### src/rtl/mux_2to1_arbiter_pkg.sv
// Shared constants for the two-requester round-robin mux arbiter.
package mux_arb_pkg;

    localparam logic [1:0] ST_IDLE  = 2'd0;
    localparam logic [1:0] ST_OWN_A = 2'd1;
    localparam logic [1:0] ST_OWN_B = 2'd2;

    localparam logic SEL_A = 1'b0;
    localparam logic SEL_B = 1'b1;

    localparam logic OWNER_A = 1'b0;
    localparam logic OWNER_B = 1'b1;

    // Owner recorded when an ownership state is entered.
    function automatic logic owner_of(input logic [1:0] st);
        return (st == ST_OWN_B) ? OWNER_B : OWNER_A;
    endfunction

endpackage

### src/rtl/mux_2to1_arbiter_if.sv
// Request/grant and data bundle between the two requesters and the arbiter.
interface mux_2to1_arbiter_if #(
    parameter int WIDTH = 1
);
    logic             req_a;
    logic             req_b;
    logic [WIDTH-1:0] a;
    logic [WIDTH-1:0] b;
    logic             gnt_a;
    logic             gnt_b;
    logic             sel;
    logic [WIDTH-1:0] out;
    logic             out_valid;

    modport master (
        output req_a, req_b, a, b,
        input  gnt_a, gnt_b, sel, out, out_valid
    );

    modport slave (
        input  req_a, req_b, a, b,
        output gnt_a, gnt_b, sel, out, out_valid
    );
endinterface

### src/rtl/mux_2to1_arbiter_hold_counter.sv
// Tenure counter: counts owned cycles, saturates at MAX_HOLD-1 and flags it.
module hold_counter #(
    parameter int MAX_HOLD = 4,
    parameter int CNT_W    = $clog2(MAX_HOLD + 1)
) (
    input  logic clk,
    input  logic rst_n,
    input  logic clr_i,
    input  logic en_i,
    output logic term_o
);
    localparam logic [CNT_W-1:0] TERM = CNT_W'(MAX_HOLD - 1);

    logic [CNT_W-1:0] cnt_q;
    logic [CNT_W-1:0] cnt_d;

    // Next count: clear wins, then saturating increment.
    always_comb begin
        cnt_d = cnt_q;
        if (clr_i) begin
            cnt_d = '0;
        end else if (en_i && (cnt_q != TERM)) begin
            cnt_d = cnt_q + CNT_W'(1);
        end else begin
            cnt_d = cnt_q;
        end
    end

    // Count register.
    always_ff @(posedge clk or negedge rst_n) begin
        if (!rst_n) begin
            cnt_q <= '0;
        end else begin
            cnt_q <= cnt_d;
        end
    end

    assign term_o = (cnt_q == TERM);
endmodule

### src/rtl/mux_2to1_arbiter.sv
// Round-robin owner of the shared 2-to-1 mux: grants, select and registered data.
module mux_2to1_arbiter #(
    parameter int WIDTH    = 1,
    parameter int MAX_HOLD = 4
) (
    input  logic                clk,
    input  logic                rst_n,
    mux_2to1_arbiter_if.slave   bus
);
    import mux_arb_pkg::*;

    logic [1:0]       state_q, state_d;
    logic             last_q, last_d;
    logic             gnt_a_q, gnt_b_q;
    logic             sel_q, sel_d;
    logic [WIDTH-1:0] out_q, out_d;
    logic             out_valid_q;
    logic             hold_term_s;
    logic             state_chg_s;
    logic             own_s;

    assign own_s       = (state_q == ST_OWN_A) || (state_q == ST_OWN_B);
    assign state_chg_s = (state_d != state_q);

    hold_counter #(
        .MAX_HOLD (MAX_HOLD)
    ) u_hold (
        .clk    (clk),
        .rst_n  (rst_n),
        .clr_i  (state_chg_s),
        .en_i   (own_s),
        .term_o (hold_term_s)
    );

    // Next owner: tie goes to whoever did not own last; handover skips IDLE.
    always_comb begin
        state_d = state_q;
        case (state_q)
            ST_IDLE: begin
                if (bus.req_a && bus.req_b) begin
                    state_d = (last_q == OWNER_B) ? ST_OWN_A : ST_OWN_B;
                end else if (bus.req_a) begin
                    state_d = ST_OWN_A;
                end else if (bus.req_b) begin
                    state_d = ST_OWN_B;
                end else begin
                    state_d = ST_IDLE;
                end
            end
            ST_OWN_A: begin
                if (!bus.req_a) begin
                    state_d = bus.req_b ? ST_OWN_B : ST_IDLE;
                end else if (bus.req_b && hold_term_s) begin
                    state_d = ST_OWN_B;
                end else begin
                    state_d = ST_OWN_A;
                end
            end
            ST_OWN_B: begin
                if (!bus.req_b) begin
                    state_d = bus.req_a ? ST_OWN_A : ST_IDLE;
                end else if (bus.req_a && hold_term_s) begin
                    state_d = ST_OWN_A;
                end else begin
                    state_d = ST_OWN_B;
                end
            end
            default: state_d = ST_IDLE;
        endcase
    end

    // last_owner, sel and data next values; all hold while IDLE.
    always_comb begin
        last_d = last_q;
        if (state_chg_s && (state_d != ST_IDLE)) begin
            last_d = owner_of(state_d);
        end else begin
            last_d = last_q;
        end
        case (state_d)
            ST_OWN_A: sel_d = SEL_A;
            ST_OWN_B: sel_d = SEL_B;
            default:  sel_d = sel_q;
        endcase
        case (state_q)
            ST_OWN_A: out_d = bus.a;
            ST_OWN_B: out_d = bus.b;
            default:  out_d = out_q;
        endcase
    end

    // State and output registers.
    always_ff @(posedge clk or negedge rst_n) begin
        if (!rst_n) begin
            state_q     <= ST_IDLE;
            last_q      <= OWNER_B;
            gnt_a_q     <= 1'b0;
            gnt_b_q     <= 1'b0;
            sel_q       <= SEL_A;
            out_q       <= '0;
            out_valid_q <= 1'b0;
        end else begin
            state_q     <= state_d;
            last_q      <= last_d;
            gnt_a_q     <= (state_d == ST_OWN_A);
            gnt_b_q     <= (state_d == ST_OWN_B);
            sel_q       <= sel_d;
            out_q       <= out_d;
            out_valid_q <= own_s;
        end
    end

    assign bus.gnt_a     = gnt_a_q;
    assign bus.gnt_b     = gnt_b_q;
    assign bus.sel       = sel_q;
    assign bus.out       = out_q;
    assign bus.out_valid = out_valid_q;
endmodule
### src/flat_wrapper.sv
// flat-port wrapper written by rule: the top's interface ports become plain ports
module mux_2to1_arbiter_flat import mux_arb_pkg::*;
#(
    parameter int WIDTH    = 1,
    parameter int MAX_HOLD = 4
)
  (clk, rst_n, bus_req_a, bus_req_b, bus_a, bus_b, bus_gnt_a, bus_gnt_b, bus_sel, bus_out, bus_out_valid);
  mux_2to1_arbiter_if #(.WIDTH(WIDTH)) bus_i ();
  input  logic clk;
  input  logic rst_n;
  input wire logic [$bits(bus_i.req_a)-1:0] bus_req_a;
  input wire logic [$bits(bus_i.req_b)-1:0] bus_req_b;
  input wire logic [$bits(bus_i.a)-1:0] bus_a;
  input wire logic [$bits(bus_i.b)-1:0] bus_b;
  output wire logic [$bits(bus_i.gnt_a)-1:0] bus_gnt_a;
  output wire logic [$bits(bus_i.gnt_b)-1:0] bus_gnt_b;
  output wire logic [$bits(bus_i.sel)-1:0] bus_sel;
  output wire logic [$bits(bus_i.out)-1:0] bus_out;
  output wire logic [$bits(bus_i.out_valid)-1:0] bus_out_valid;
  assign bus_i.req_a = bus_req_a;
  assign bus_i.req_b = bus_req_b;
  assign bus_i.a = bus_a;
  assign bus_i.b = bus_b;
  assign bus_gnt_a = bus_i.gnt_a;
  assign bus_gnt_b = bus_i.gnt_b;
  assign bus_sel = bus_i.sel;
  assign bus_out = bus_i.out;
  assign bus_out_valid = bus_i.out_valid;
  mux_2to1_arbiter #(.WIDTH(WIDTH), .MAX_HOLD(MAX_HOLD)) u_core (.clk(clk), .rst_n(rst_n), .bus(bus_i));
endmodule
### config.mk
export PLATFORM = sky130hd
export DESIGN_NAME = mux_2to1_arbiter_flat
export DESIGN_NICKNAME = d
export VERILOG_FILES = /design/src/rtl/mux_2to1_arbiter_pkg.sv /design/src/rtl/mux_2to1_arbiter_if.sv /design/src/rtl/mux_2to1_arbiter_hold_counter.sv /design/src/rtl/mux_2to1_arbiter.sv /design/src/flat_wrapper.sv
export SDC_FILE = /design/constraint.sdc
export NUM_CORES = 1
export LEC_CHECK = 0
export BUFFER_PORTS_ARGS = -buffer_cell sky130_fd_sc_hd__buf_2
export CORE_MARGIN = 8
export CORE_UTILIZATION = 45
export CTS_CLUSTER_SIZE = 30
export DETAILED_ROUTE_END_ITERATION = 7
export PLACE_DENSITY_LB_ADDON = 0.1
export SLEW_MARGIN = 10
export SYNTH_ARGS = -nofsm -noshare
export SYNTH_HDL_FRONTEND = slang
export SYNTH_HIERARCHICAL = 1
export SYNTH_SLANG_ARGS = --single-unit
### constraint.sdc
create_clock -name clk -period 4.9 [get_ports clk]
set_clock_uncertainty 0.05 [all_clocks]
set_input_delay 0.49 -clock clk [delete_from_list [all_inputs] [get_ports clk]]
set_output_delay 0.49 -clock clk [all_outputs]
set_load 0.03 [all_outputs]
==> flow_summary.ini <==
[global_routing]
grt_max_degree = 12
grt_pass1_wl_um = 1780
gr-max-usage-layer = met2
grtUsageMet3_pct = 4.96
antenna_found_initial = 0
grtUsageMet2_pct = 14.3
grt-ovfl-total = 0
grt_usage_pct = 8.77
grt_pass1_vias = 409
use_met1_pct = 8.59

[clock_tree]
root_buffer = clkbuf_4
cts_buffer_depth = 2
cts_inserted_buffers = 3
path_clk_slew_ps = 70
postCtsSetupBuffers = 0
hold_buffers = 0
clkSinkCount = 11
tritoncts = yes
h-tree-depth = 1
cts-resized-gates = 0
clk_latency_ps = 270

[place]
finalWeightedCongestion = 0.725
placed_area_um2 = 712
hpwl_um = 817
io_buffers = 10
dp_slack_ps = 2560

[timing]
slew_violations = 0
slew_headroom_pct = 83.6
worstMarginPinSlew_ps = 246
setup_ws_ps = 2500
fin_crit_sh_pct = 49.0
fmax_mhz = 416
setup_tns_ps = 0
hold_viol = 0
finalSetupViolCount = 0
rsz0062_at_grt = false
fin_crit_ps = 2400

[cells_and_area]
area_growth_pct = 15.0
fin_area_um2 = 739
final_nets = 83
layout_common_cells = buf_2 (10), dfrtp_1 (10), ha_1 (9), inv_1 (5)
insertedDiodeCount = 0
final_layout_size_suffix_gt1_share_pct = 37.3
multi_input_area_um2 = 348
nFillCells = 121
area.sequential_um2 = 277

[yosys]
synthArstFlopShare_pct = 100
synth_top_area_cell = dfrtp_1
yosysSeqAreaShare_pct = 43.0
synth_ff_type = dfrtp_1
synth_top_cell_area_share_pct = 38.9
avgSynthCellArea_um2 = 12.1
synth-seq-cells = 11
syn-num-nets = 68
synth_cell_types = 25
yosys_warnings = 6
syn-cell-area_um2 = 643
synthCells = 53
yosys-top-cells-area = dfrtp_1 (39%), ha_1 (18%), xnor2_2 (5.1%)
synth-edff-count = 0

[routing]
drt_iter0_markers = 7
wl_per_cell_um = 12.5
route.detailed.drc = 0
ant_nets = 0
drt-total-wl_um = 1030
vias = 416
first_pass_iters = 4
via_per_inst = 5.07

[flow_run]
cap_viol_max_count = 0

[floorplanning]
core_um2 = 1320
row_count = 13
die_x_um = 53.8
die_h_um = 53.8
initial_utilization_pct = 48.8
num_io_pins = 11
die-area_um2 = 2890

[setup_path]
startpoint_type = flip-flop
end_kind = flip-flop
worstPathMaxFanout = 6
critPathKind = reg -> reg
r2r_setup_slack_ps = 2500
worst_ep_arrival_time_ps = 2520
crit_required_ps = 5020

[pwr]
p_leak_nw = 0.379
ir_drop_uv = 331
powerDensity_nw_per_um2 = 680

[worst_hold_path]
holdCritPathClass = in -> async

[outcome]
status = complete, no violations
## state kept, by name (all words and copies together), names as in the netlist
name and flops:
u_core/u_hold/cnt_q 3, u_core/state_q 2, u_core/bus.gnt_a 1, u_core/bus.gnt_b 1, u_core/bus.out 1, u_core/bus.out_valid 1, u_core/bus.sel 1, u_core/last_q 1
## power by group
part / switching [W] / internal (W) / total (W)
registers: 0.0000169 / 0.000128 / 0.000145
clock network: 0.0000306 / 0.0000302 / 0.0000608
logic: 0.000169 / 0.000128 / 0.000296
## worst paths after layout
kind | endpoint | cells past startpoint | from
max in group asynchronous | u_core/last_q | 1 | rst_n
setup / recovery | u_core/u_hold/cnt_q[2] | 9 | u_core/u_hold/cnt_q[0]
min in group clk | u_core/bus.sel | 1 | u_core/bus.sel
hold reg to reg | u_core/bus.sel | 1 | u_core/bus.sel
hold / removal | u_core/u_hold/cnt_q[0] | 1 | rst_n
setup reg to reg | u_core/u_hold/cnt_q[2] | 9 | u_core/u_hold/cnt_q[0]
## metrics by stage
step / cells / util, % / hold slack (ps) / power [W]
6_report: 82 / 56.1 / 22.1 / 0.000503
5_1_grt: 82 / 56.1 / 26.3 / 0.000552
4_1_cts: 82 / 56.1 / 16.6 / 0.000511
3_5_place_dp: 78 / 54.0 / 321 / 0.000446
3_3_place_gp: 78 / 54.0 / 320 / 0.000444
2_1_floorplan: 53 / - / 144 / 0.000386
## critical path, stage by stage, from the launching register on
cell	delay (ps)
dfrtp_1	410
ha_1	210
ha_1	250
mux2i_1	140
nand3_1	100
nand3_2	140
xnor2_2	200
nand2_1	160
or4b_1	560
o31ai_1	90
## Yosys cell counts (all sizes together), types with 2 or more instances
library cell and instances:
mux2 3, inv 5, xnor2 2, dfrtp 10
nor2 3, mux2i 3, nand3 4, ha 9
a21oi 2, nand2 2, nand2b 2
## final cells by class
| type | instances | share of cell area [%] |
|---|---|---|
| tap | 15 | 2.54 |
| timing repair buffer | 10 | 6.77 |
| clock buffer | 3 | 3.05 |
| sequential | 11 | 37.4 |
| multi-input combinational | 37 | 47.0 |
| clock inverter | 1 | 0.677 |
| inverter | 5 | 2.54 |
## per-layer routing
| metal | vias up | part of all wire (%) |
|---|---|---|
| met2 | 8 | 54 |
| met1 | 193 | 39 |
| met5 | - | 0 |
| li1 | 213 | - |
| met4 | 0 | 1.2 |
| met3 | 2 | 6.0 |
## cells by family after synthesis
kind of cell | synth area share (%)
buffers and inverters | 2.92
xor gates and xnor gates | 5.06
AOI/OAI and AO/OA | 4.08
adders and majority gates | 17.5
DFF | 43.0
muxes | 10.5
and+or+nand+nor | 16.9
No activity file was read; power rests on OpenSTA's default activity.
